`src/rtl/simproc_run_ctrl.sv`:
```
// Run controller for a small simulated processor: host commands load memory,
// set the start PC, run the core with a cycle timeout, and report status.
module simproc_run_ctrl #(
  parameter logic [15:0] TIMEOUT = 16'd1000
) (
  input  logic        clk,
  input  logic        rst,
  input  logic        cmd_valid,
  output logic        cmd_ready,
  input  logic [1:0]  cmd_op,
  input  logic [7:0]  cmd_addr,
  input  logic [7:0]  cmd_data,
  input  logic [7:0]  proc_mem_addr,
  input  logic [7:0]  proc_mem_din,
  input  logic        proc_mem_we,
  output logic [7:0]  mem_addr,
  output logic [7:0]  mem_din,
  output logic        mem_we,
  output logic [7:0]  pc_set_val,
  output logic        pc_set_wr,
  output logic        run,
  input  logic        halt,
  input  logic        done,
  output logic        busy,
  output logic        finished,
  output logic        timed_out,
  output logic [15:0] cycle_count,
  output logic [7:0]  instr_count
);

  typedef enum logic [2:0] {S_IDLE, S_WR, S_SETPC, S_RUN, S_FIN, S_TOUT} state_t;

  localparam logic [1:0] OP_WRITE = 2'b00;
  localparam logic [1:0] OP_START = 2'b01;
  localparam logic [1:0] OP_CLEAR = 2'b10;
  localparam logic [1:0] OP_ABORT = 2'b11;

  localparam logic [15:0] TIMEOUT_LAST = TIMEOUT - 16'd1;

  state_t     state, state_nxt;
  logic [7:0] addr_q, data_q;
  logic       cmd_fire;

  assign cmd_fire = cmd_valid & cmd_ready;

  // NOTE: registers use non-blocking assignments so every flop samples
  // the pre-edge value of every other flop.
  always_ff @(posedge clk or posedge rst) begin
    if (rst) state <= S_IDLE;
    else     state <= state_nxt;
  end

  // Address/data are only observable in WR and SETPC, so capturing on any
  // accepted IDLE command is harmless.
  always_ff @(posedge clk or posedge rst) begin
    if (rst) begin
      addr_q <= 8'h00;
      data_q <= 8'h00;
    end else if (state == S_IDLE && cmd_fire) begin
      addr_q <= cmd_addr;
      data_q <= cmd_data;
    end
  end

  always_ff @(posedge clk or posedge rst) begin
    if (rst) begin
      cycle_count <= 16'h0000;
      instr_count <= 8'h00;
    end else if (state == S_SETPC) begin
      cycle_count <= 16'h0000;
      instr_count <= 8'h00;
    end else if (state == S_RUN) begin
      if (cycle_count != 16'hFFFF) cycle_count <= cycle_count + 16'd1;
      if (done && instr_count != 8'hFF) instr_count <= instr_count + 8'd1;
    end
  end

  // NOTE: next state defaults to the current state first so no path through
  // the case leaves it unassigned and infers a latch.
  always_comb begin
    state_nxt = state;
    unique case (state)
      S_IDLE: begin
        if (cmd_fire && cmd_op == OP_WRITE)      state_nxt = S_WR;
        else if (cmd_fire && cmd_op == OP_START) state_nxt = S_SETPC;
      end
      S_WR:    state_nxt = S_IDLE;
      S_SETPC: state_nxt = S_RUN;
      S_RUN: begin
        // halt is checked first so a halting program never reports a timeout
        if (halt)                                state_nxt = S_FIN;
        else if (cycle_count == TIMEOUT_LAST)    state_nxt = S_TOUT;
        else if (cmd_fire && cmd_op == OP_ABORT) state_nxt = S_TOUT;
      end
      S_FIN, S_TOUT: begin
        if (cmd_fire && cmd_op == OP_CLEAR)      state_nxt = S_IDLE;
      end
      default: state_nxt = S_IDLE;
    endcase
  end

  always_comb begin
    cmd_ready  = 1'b0;
    mem_addr   = 8'h00;
    mem_din    = 8'h00;
    mem_we     = 1'b0;
    pc_set_val = 8'h00;
    pc_set_wr  = 1'b0;
    run        = 1'b0;
    busy       = 1'b0;
    finished   = 1'b0;
    timed_out  = 1'b0;
    unique case (state)
      S_IDLE: cmd_ready = ~rst;
      S_WR: begin
        busy     = 1'b1;
        mem_we   = 1'b1;
        mem_addr = addr_q;
        mem_din  = data_q;
      end
      S_SETPC: begin
        busy       = 1'b1;
        pc_set_wr  = 1'b1;
        pc_set_val = addr_q;
      end
      S_RUN: begin
        cmd_ready = ~rst;
        busy      = 1'b1;
        run       = 1'b1;
        mem_addr  = proc_mem_addr;
        mem_din   = proc_mem_din;
        mem_we    = proc_mem_we;
      end
      S_FIN: begin
        cmd_ready = ~rst;
        finished  = 1'b1;
      end
      S_TOUT: begin
        cmd_ready = ~rst;
        timed_out = 1'b1;
      end
      default: ;
    endcase
  end

endmodule

```
`config.mk`:
```
export PLATFORM = sky130hd
export DESIGN_NAME = simproc_run_ctrl
export DESIGN_NICKNAME = d
export VERILOG_FILES = /design/src/rtl/simproc_run_ctrl.sv
export SDC_FILE = /design/constraint.sdc
export NUM_CORES = 1
export LEC_CHECK = 0
export CAP_MARGIN = 20
export CORE_MARGIN = 4
export CORE_UTILIZATION = 44
export DETAILED_ROUTE_END_ITERATION = 12
export HOLD_SLACK_MARGIN = 0.05
export PLACE_DENSITY = 0.78
export SYNTH_ARGS = -nofsm -noshare
export SYNTH_HDL_FRONTEND = slang
export SYNTH_SLANG_ARGS = --single-unit
```
`constraint.sdc`:
```
create_clock -name clk -period 2.6 [get_ports clk]
set_clock_uncertainty 0.2 [all_clocks]
set_input_delay 0.39 -clock clk [delete_from_list [all_inputs] [get_ports clk]]
set_output_delay 0.39 -clock clk [all_outputs]
set_load 0.1 [all_outputs]
```
Word-level counts from Yosys, hierarchy flattened
Cells that the tools add are included.

Logic and storage cells: 63. Output and inout bits: 55. Input bits: 40. Register bits after elaboration: 43.

Multiplexer cells: 23. Add/sub/neg operators: 2. Eq/ne operators: 14. Reductions and logical operators: 17. Bitwise operators: 2.

Operators with widths (number): 16-bit 2-to-1 mux (3); 8-bit 2-to-1 mux (4); 8-bit case mux with 2 select lines (2); 3-bit 2-to-1 mux (6); 16-bit by 1-bit adder with 16-bit output, second input constant (1); 16-bit by 10-bit equality test with 1-bit output, second input constant (1); 16-bit != test, second input constant (1); 3-bit case mux with 4 select lines (1); 8-bit by 1-bit adder with 8-bit output, second input constant (1); 8-bit != test, second input constant (1); 3-bit by 2-bit equality test with 1-bit output, second input constant (2); 3-bit equality test, second input constant (2); 1-bit logical AND (6); 1-bit 2-to-1 mux (6); 2-bit nonzero test (3); 2-bit equality test, second input constant (2); 4-bit by 2-bit != test with 1-bit output, second input constant (1); 2-bit AND reduction (2); 4-bit OR reduction (1); 3-bit by 1-bit equality test with 1-bit output, second input constant (1); 3-bit logical NOT (1); 3-bit by 1-bit != test with 1-bit output, second input constant (1); 3-bit AND reduction (1); 3-bit OR reduction (1); 7 further kinds (7).

Longest topological paths before layout
Gate-level depths: netlist of run 1.

Depth after elaboration: 9. Mapped depth: 6. Mapped depth without buffers: 5.

Worst setup path before layout of run 1
No wires, ideal clock.

Kind: reg-to-output. From: register state[0]. To: output mem_addr[3]. Stages on the path, launching flop included: 6. Data arrival time: 2.909 ns. Path slack: -0.899 ns. Cells stage by stage: dfrtp_1 -> clkbuf_1 -> nand3b_1 -> inv_1 -> clkbuf_1 -> a22o_1.

Word-level cells in the longest chain between the ends: 2. Elaborated cells on any way between the ends: 3. Classes of those cells: eq/ne: 2; mux: 1.

RTL lines: start: declaration (line 40) `state_t state, state_nxt;`; start signal: assignment (line 50) `else state <= state_nxt;`; 3-bit by 2-bit equality test with 1-bit output or 3-bit by 1-bit equality test with 1-bit output (tied branches) (line 113) `unique case (state)`; 8-bit case mux with 2 select lines (*) (line 113); end: declaration (line 16) `output logic [7:0] mem_addr,`.

Mark *: on every way between the ends. The rest lies on a longest branch, timed or not.

Final worst setup path of run 1
From: register state[1]. To: output mem_addr[4].

The elaborated chain is that of the path after synthesis.

==> results.cfg, run 1 <==
[routing]
drc = 0
routed_via_density = 5.754
vias = 2405
drtAntennaViolNets = 0
routed_wl_um = 7610
drt_first_pass_iters = 4
first_iter_violations = 140
wl_per_cell_um = 18.21

[sta]
rsz0062_at_grt = false
slew_viol_final = 0
holdWs_ns = 0.3136
finalSetupViolCount = 0
slew_headroom_pct = 52.37
fin_crit_ns = 2.434
max_freq_mhz = 410.8
worstMarginPinSlew_ns = 0.7085
finalHoldViolations = 0
fin_tns_setup_ns = 0
finalCritPeriodShare_pct = 93.63

[min_path]
hold_class = reg -> reg

[worst_setup_path]
endpoint_kind = output port
critical_path_required_ns = 2.01
max_stage_delay_ns = 0.61
crit_fanout = 21
critical_path.top_delay_family = flip-flops
start_kind = flip-flop
cp_data_arrival_time_ns = 1.84
critPathSlowestCell = dfrtp_1
path_cells = nand3b_1 -> inv_1 -> buf_4 -> a22o_1 -> buf_12
crit_buf_inv = 3
path_class = reg -> out

[cts]
cts-buffers-inserted = 5
cts.sinks = 43
cts_buffer_depth = 2
postCtsSetupBuffers = 0
worst_skew_pair.late_latency_ns = 0.30
cts_max_level = 2
cts_tree = done
ctsHoldBuffers = 0
clk_pin_slew_ns = 0.09
clockRootBuffer = clkbuf_8

[global_route]
grt_pass1_vias = 2429
grt-ovfl-total = 0
antenna_found_initial = 0
grt_max_degree = 25
grt_use_total_pct = 21.57
grt_pass1_wl_um = 12150

[final_layout]
layout_common_cells = dfrtp_1 (40), clkdlybuf4s50_1 (39), buf_4 (37)
final_cell_area_um2 = 3926
final_core_util_pct = 71.30
drive_gt1_share_pct = 33.24
nFillCells = 423
syn_to_final_growth_pct = 57.29
final_common_cell = dfrtp_1
regArea_um2 = 1080
antenna_cells = 0
nets = 387
multi_input_area_um2 = 1349

[run]
cap_violations = 0

[logic_synthesis]
ys_async_sr_fraction_pct = 100.0
yosysUniqueCellTypes = 53
synth_area_um2 = 2496
synth_seq_area_share_pct = 43.11
synth.area.top_cells = dfrtp_1 (43%), mux2_2 (7.2%), a22o_1 (5.6%), and3_1 (3.0%), a21oi_1 (2.8%)
syn-num-nets = 287
ys_warn_count = 0
synth_edf_count = 0
yosysTopAreaCell = dfrtp_1
yosysTopAreaCellShare_pct = 43.11
synthFlopType = dfrtp_1
synth_cells = 245
ys_seq_elements = 43
syn_area_per_cell_um2 = 10.19

[power_and_ir_drop]
seqPwrFrac_pct = 22.9
vdd_drop_max_v = 0.0008263
power.density_nw_per_um2 = 1126
p_switching_mw = 2.273
clkPwrFrac_pct = 12.4
swShare_pct = 51.41
p_int_mw = 2.148
p_comb_share_pct = 64.6
p_leak_nw = 1.718

[placed_design]
placed_cell_area_um2 = 3807
dp_hpwl_um = 5766
gp_congestion = 0.8383
io_buffers = 94

[floorplan]
start_util_pct = 45.33
core_um2 = 5507
die_area_um2 = 6942
die_y_um = 83.32
io_pins = 95
rows = 27
die_w_um = 83.32

[status]
outcome = complete, no violations
routing by layer:
metal  share of wire, %  vias up  track usage (%)
met5                  0        -                0
met4                1.8        0            7.578
met3                6.1       11            4.762
met2                 50       86            36.08
met1                 42     1178            27.38
li1                   -     1130                -
worst paths after layout:
| kind | from | endpoint | slack, ns | depth (start not counted) |
|---|---|---|---|---|
| worst min register to register | data_q[4]$_DFFE_PP0P_ | data_q[4]$_DFFE_PP0P_ | 0.31 | 1 |
| max in group asynchronous | rst | cycle_count[1]$_DFFE_PP0P_ | 1.58 | 3 |
| worst max register to register | cycle_count[0]$_DFFE_PP0P_ | cycle_count[3]$_DFFE_PP0P_ | 0.37 | 5 |
| worst max-delay path | state[1]$_DFFE_PP0P_ | mem_addr[4] | 0.17 | 5 |
| min in group asynchronous | rst | addr_q[2]$_DFFE_PP0P_ | 0.33 | 3 |
| worst min-delay path | data_q[4]$_DFFE_PP0P_ | data_q[4]$_DFFE_PP0P_ | 0.31 | 1 |
kinds of logic (layout without fill, tap and decap cells):
group,Yosys count,in the layout,share of synthesized area (%)
compound gates,68,68,19.90
xor+xnor,5,5,1.754
fa+ha+maj,2,2,1.002
buf+inv,23,124,3.860
flops,43,43,43.11
mux,21,21,9.223
simple gates,83,83,21.15
what timing repair did:
item	4_1_cts	5_1_grt
endpoints found under the setup margin	0	5
endpoints found under the hold margin	0	0
gates resized for setup	0	1
metrics by stage:
stage               instances  setup slack (ns)  total power [mW]
finish                    418            0.1657             4.421
global route              418           0.03191             4.591
CTS                       418            0.1082             4.444
detailed placement        410            0.3620             3.889
global placement          410            0.4298             3.845
floorplan                 245           -0.1030             2.878
synth_stat cells, drive strengths merged, types with 2 or more instances:
cell type,instances
nor2b,2
a22o,16
nand3b,3
a21o,2
nor3,3
clkbuf,6
a211oi,2
ha,2
a31oi,3
xnor2,5
nand2b,5
inv,10
and3,12
dfrtp,43
mux2,16
nand4,5
nand2,15
a2111oi,3
a2111o,2
nand3,5
nor4,3
o31ai,5
nor4b,3
mux2i,5
and4,3
or3,3
o21ai,9
a21oi,14
nor2,13
o22ai,2
or4,5
buf,6
layout make-up:
cell class	count	share of cell area, %
Multi-Input combinational cell	179	34.35
Tap cell	72	2.294
Sequential cell	43	27.50
Timing Repair Buffer	105	31.80
Clock buffer	6	2.103
Inverter	11	1.052
Clock inverter	2	0.8923
flip-flops by register name, summed over array words and instances, names as in the netlist:
| register | count |
|---|---|
| state | 3 |
| data_q | 8 |
| cycle_count | 16 |
| instr_count | 8 |
| addr_q | 8 |
worst reg2reg max path, cell delays in order (launching register included):
cell and delay [ns]:
dfrtp_2 0.40, ha_1 0.27, nand3_2 0.15, or4_1 0.68, o211ai_1 0.25, mux2i_1 0.21
power by group through the flow:
| stage | Sequential, mW | Combinational (mW) | Clock (mW) |
|---|---|---|---|
| 2_1_floorplan | 1.11 | 1.77 | 0 |
| 3_3_place_gp | 1.01 | 2.83 | 0 |
| 3_5_place_dp | 1.02 | 2.87 | 0 |
| 4_1_cts | 1.01 | 2.87 | 0.564 |
| 5_1_grt | 1.04 | 2.96 | 0.587 |
| 6_report | 1.01 | 2.86 | 0.549 |
No activity file was read; power rests on OpenSTA's default activity.
==> run 2, diff against run 1 <==
ABC_CLOCK_PERIOD_IN_PS = 2600   (was default)
PLACE_DENSITY = 0.82   (was 0.78)
==> run 2 against run 1 <==
Critical path depth unchanged. Die area unchanged. First-iteration DRC count down 7.1%. Power up 0.38%. Non-clock buffer count down 1. Critical endpoint is now mem_addr[2]. Largest power group unchanged.
==> results.cfg, run 2 (synthesis results as in run 1) <==
[status]
outcome = complete, no violations

[floorplan]
io_pins = 95
die_w_um = 83.32
start_util_pct = 45.33
core_um2 = 5507
die_y_um = 83.32
die_area_um2 = 6942
rows = 27

[sta]
finalSetupViolCount = 0
fin_crit_ns = 2.444
finalHoldViolations = 0
rsz0062_at_grt = false
finalCritPeriodShare_pct = 94.02
holdWs_ns = 0.3037
slew_viol_final = 0
worstMarginPinSlew_ns = 0.6599
fin_tns_setup_ns = 0
slew_headroom_pct = 55.60
max_freq_mhz = 409.1
layout_setup_ws_ns = 0.1555

[final_layout]
antenna_cells = 0
layout_common_cells = dfrtp_1 (40), clkdlybuf4s50_1 (39), buf_4 (35)
nFillCells = 399
final_core_util_pct = 71.39
largest_reg_flops = 16
syn_to_final_growth_pct = 57.49
drive_gt1_share_pct = 33.04
final_cells = 417
final_common_cell = dfrtp_1
nets = 386
largest_register = cycle_count

[placed_design]
io_buffers = 94
pre_cts_ws_ns = 0.3817
gp_congestion = 0.8451
dp_cells = 409
dp_hpwl_um = 5799

[worst_setup_path]
path_class = reg -> out
cp-startpoint = state[2]$_DFFE_PP0P_
cp_data_arrival_time_ns = 1.85
critical_path_required_ns = 2.01
endpoint_kind = output port
r2r_slack_ns = 0.34
start_kind = flip-flop
path_cells = nand3b_1 -> inv_1 -> buf_4 -> a22o_1 -> buf_12
critPathCapture = mem_addr[2]
reg2reg_depth = 5
r2r_end = cycle_count[3]$_DFFE_PP0P_
max_stage_delay_ns = 0.54
critPathSlowestCell = dfrtp_1
crit_fanout = 21
rr_startpoint = cycle_count[0]$_DFFE_PP0P_

[routing]
wl_per_cell_um = 18.49
vias = 2442
routed_wl_um = 7711
drt_first_pass_iters = 4
drc = 0
drtAntennaViolNets = 0
first_iter_violations = 130
routed_via_density = 5.856

[global_route]
grt_pass1_wl_um = 12750
antenna_found_initial = 0
grt_max_degree = 31
grt_use_total_pct = 22.86
grt_pass1_vias = 2522
grt-ovfl-total = 0

[power_and_ir_drop]
vdd_drop_max_v = 0.0008046
power.density_nw_per_um2 = 1129
p_leak_nw = 1.718

[cts]
ctsHoldBuffers = 0
clk_pin_slew_ns = 0.09
cts-buffers-inserted = 5
cts_buffer_depth = 2
cts.sinks = 43
worst_skew_pair.late_latency_ns = 0.30
cts_tree = done
clockRootBuffer = clkbuf_8
cts_max_level = 2

[min_path]
hold_class = reg -> reg
hold_depth = 1

[run]
cap_violations = 0
## run 2: cell types whose count changed in the layout (fill, tap and decap cells not counted), sizes merged
cell	before	now
buf	66	65
## run 2: metal layers
layer	global-route usage (%)	up-vias	part of all wire (%)
met1	28.31	1203	39
met5	0	-	0
met3	6.349	12	7.0
met4	7.875	0	1.9
li1	-	1135	-
met2	38.19	92	52
## run 2: report_power, final
| part | leakage [nW] | internal (mW) | switching [mW] |
|---|---|---|---|
| Clock | 0.0612 | 0.311 | 0.243 |
| Combinational | 1.10 | 0.999 | 1.87 |
| Sequential | 0.557 | 0.839 | 0.180 |
## run 2: what timing repair did
item / in CTS / in global routing
endpoints found under the setup margin: 0 / 7
buffers inserted: 0 / 0
resized for setup: 0 / 1
endpoints found under the hold margin: 0 / 0
## run 2: metrics by stage
stage / total power [mW] / area [um^2]
floorplan: 2.878 / 2525
global placement: 3.855 / 3812
detailed placement: 3.910 / 3812
CTS: 4.465 / 3930
global route: 4.621 / 3931
finish: 4.438 / 3931
## run 2: worst max-delay path, delay by kind of cell (launching register included)
family / cells / cell delay, ns
buffers and inverters: 3 / 0.50
and+or+nand+nor: 1 / 0.25
DFF: 1 / 0.54
AOI/OAI and AO/OA: 1 / 0.24
## run 2: final cells by class
cell class | instances | area, um^2 | share of cell area [%]
multi-input combinational | 179 | 1349 | 34.31
timing repair buffer | 104 | 1254 | 31.89
sequential | 43 | 1080 | 27.47
tap | 72 | 90.09 | 2.292
clock inverter | 2 | 35.03 | 0.8912
clock buffer | 6 | 82.58 | 2.101
inverter | 11 | 41.29 | 1.050
## run 2: worst min path at each step
stage                                    start                    endpoint  slack, ns
finish              cycle_count[0]$_DFFE_PP0P_  cycle_count[0]$_DFFE_PP0P_       0.30
CTS                 cycle_count[0]$_DFFE_PP0P_  cycle_count[0]$_DFFE_PP0P_       0.30
global route        cycle_count[0]$_DFFE_PP0P_  cycle_count[0]$_DFFE_PP0P_       0.32
floorplan                data_q[3]$_DFFE_PP0P_       data_q[3]$_DFFE_PP0P_       0.28
detailed placement  cycle_count[0]$_DFFE_PP0P_  cycle_count[0]$_DFFE_PP0P_       0.29
global placement    cycle_count[0]$_DFFE_PP0P_  cycle_count[0]$_DFFE_PP0P_       0.28
==> run 3, diff against run 2 <==
--- a/config.mk
+++ b/config.mk
@@ -12,5 +12,5 @@
 export DETAILED_ROUTE_END_ITERATION = 12
 export HOLD_SLACK_MARGIN = 0.05
-export PLACE_DENSITY = 0.82
+export PLACE_DENSITY_LB_ADDON = 0.25
 export SYNTH_ARGS = -nofsm -noshare
 export SYNTH_HDL_FRONTEND = slang
==> constraint.sdc (replaced) <==
create_clock -name clk -period 2.6 [get_ports clk]
set_clock_uncertainty 0.2 [all_clocks]
set_input_delay 0.26 -clock clk [delete_from_list [all_inputs] [get_ports clk]]
set_output_delay 0.26 -clock clk [all_outputs]
set_load 0.1 [all_outputs]
==> run 3 against run 2 <==
Flip-flop and latch count did not move. Core utilization fell by 0.18 points. Critical endpoint is now mem_din[4]. Largest power group unchanged. First-iteration DRC count is 6.9% lower. Via count down 0.57%. Final cell count is the same. Combinational power barely moved. Global-route usage is 1.5 points lower. Clock power up 12%. Routed wire length is 3.6% lower.
==> results.cfg, run 3 (synthesis results as in run 1) <==
[status]
outcome = complete, no violations

[final_layout]
final_common_cell = dfrtp_1
largest_register = cycle_count
largest_reg_flops = 16
antenna_cells = 0
regArea_um2 = 1079
drive_gt1_share_pct = 31.88
nets = 386
syn_to_final_growth_pct = 57.09
final_cell_area_um2 = 3921
multi_input_area_um2 = 1338
nFillCells = 413
layout_common_cells = dfrtp_1 (41), clkdlybuf4s50_1 (39), buf_4 (36)

[floorplan]
die_y_um = 83.32
start_util_pct = 45.33
io_pins = 95
die_area_um2 = 6942
die_w_um = 83.32
rows = 27
core_um2 = 5507

[power_and_ir_drop]
p_leak_nw = 1.717
power.density_nw_per_um2 = 1138
vdd_drop_max_v = 0.0007155

[placed_design]
dp_hpwl_um = 5521
pre_cts_ws_ns = 0.3350
placed_cell_area_um2 = 3774
gp_congestion = 0.8741
io_buffers = 94

[sta]
holdWs_ns = 0.1929
fin_crit_ns = 2.534
finalCritPeriodShare_pct = 97.45
layout_setup_ws_ns = 0.06623
max_freq_mhz = 394.7
finalHoldViolations = 0
finalSetupViolCount = 0
slew_headroom_pct = 56.47
fin_tns_setup_ns = 0
worstMarginPinSlew_ns = 0.6470
slew_viol_final = 0

[worst_setup_path]
crit_fanout = 16
reg2reg_depth = 4
endpoint_kind = output port
r2r_end = cycle_count[8]$_DFFE_PP0P_
cp_data_arrival_time_ns = 2.07
path_class = reg -> out
path_cells = nand3b_1 -> inv_2 -> buf_4 -> a22o_1 -> buf_12
max_stage_delay_ns = 0.54
critPathSlowestCell = dfrtp_1
start_kind = flip-flop
r2r_slack_ns = 0.38
rr_startpoint = state[2]$_DFFE_PP0P_
critical_path_required_ns = 2.14
cp-startpoint = state[2]$_DFFE_PP0P_

[cts]
cts-buffers-inserted = 5
clk_pin_slew_ns = 0.08
clockRootBuffer = clkbuf_8
cts_max_level = 2
cts_tree = done
worst_skew_pair.late_latency_ns = 0.29
cts.sinks = 43
cts_buffer_depth = 2

[routing]
drc = 0
routed_wl_um = 7433
routed_via_density = 5.823
first_iter_violations = 121
wl_per_cell_um = 17.82
drt_first_pass_iters = 4
drtAntennaViolNets = 0
vias = 2428

[global_route]
grt_use_total_pct = 21.41
antenna_found_initial = 0
grt_pass1_wl_um = 12190
grt_pass1_vias = 2444
grt-ovfl-total = 0
grt_max_degree = 33

[run]
cap_violations = 0

[min_path]
hold_class = in -> async
==> run 3: cell types whose count changed in the layout (fill, tap and decap cells not counted), sizes merged <==
| cell | before | now |
|---|---|---|
| clkinv | 2 | 1 |
| bufinv | 1 | 2 |
==> run 3: routing by layer <==
| layer | track usage (%) | vias to the layer above | wire [um] |
|---|---|---|---|
| met5 | 0 | - | 0 |
| li1 | - | 1133 | - |
| met4 | 5.646 | 0 | 93 |
| met3 | 4.960 | 11 | 474 |
| met1 | 26.01 | 1192 | 2893 |
| met2 | 37.90 | 92 | 3970 |
==> run 3: what timing repair did <==
action                                 in CTS  in global routing
setup endpoints to repair                   6                  6
pin swaps                                   0                  0
hold buffers                                0                  0
setup buffers                               0                  2
resized for setup                           1                  0
endpoints found under the hold margin       0                  0
==> run 3: cell type report <==
cell class	count	area share, %
Tap cell	72	2.297
Clock buffer	6	1.851
Timing Repair Buffer	104	31.65
Multi-Input combinational cell	179	34.11
Clock inverter	2	1.532
Sequential cell	43	27.50
Inverter	11	1.053
==> run 3: power by group <==
part           internal (mW)  switching, mW  total [mW]
Sequential             0.838          0.152       0.989
Combinational          0.983           1.87        2.85
Clock                  0.384          0.235       0.619
==> run 3: worst max-delay path: cells and delay by family (launching register included) <==
family / cells / cell delay [ns]
AND/OR/NAND/NOR: 1 / 0.34
flip-flops: 1 / 0.54
AO/OA/AOI/OAI: 1 / 0.24
buffers and inverters: 3 / 0.66
==> run 3: through the flow <==
| stage | utilization [%] | power [mW] | std cells |
|---|---|---|---|
| after floorplan | - | 2.864 | 245 |
| after global placement | 68.53 | 3.820 | 407 |
| after detailed placement | 68.53 | 3.850 | 407 |
| after CTS | 70.94 | 4.479 | 415 |
| after global routing | 71.21 | 4.640 | 417 |
| final | 71.21 | 4.463 | 417 |
==> run 3: worst max path at each step <==
stage                                       endpoint  slack, ns  cells past startpoint
after floorplan           cycle_count[3]$_DFFE_PP0P_      0.004                      5
after global placement                   mem_addr[2]       0.37                      5
after detailed placement                 mem_addr[5]       0.33                      5
after CTS                                mem_addr[5]       0.05                      5
after global routing                     mem_addr[5]    -0.0003                      5
final                                     mem_din[4]       0.07                      5
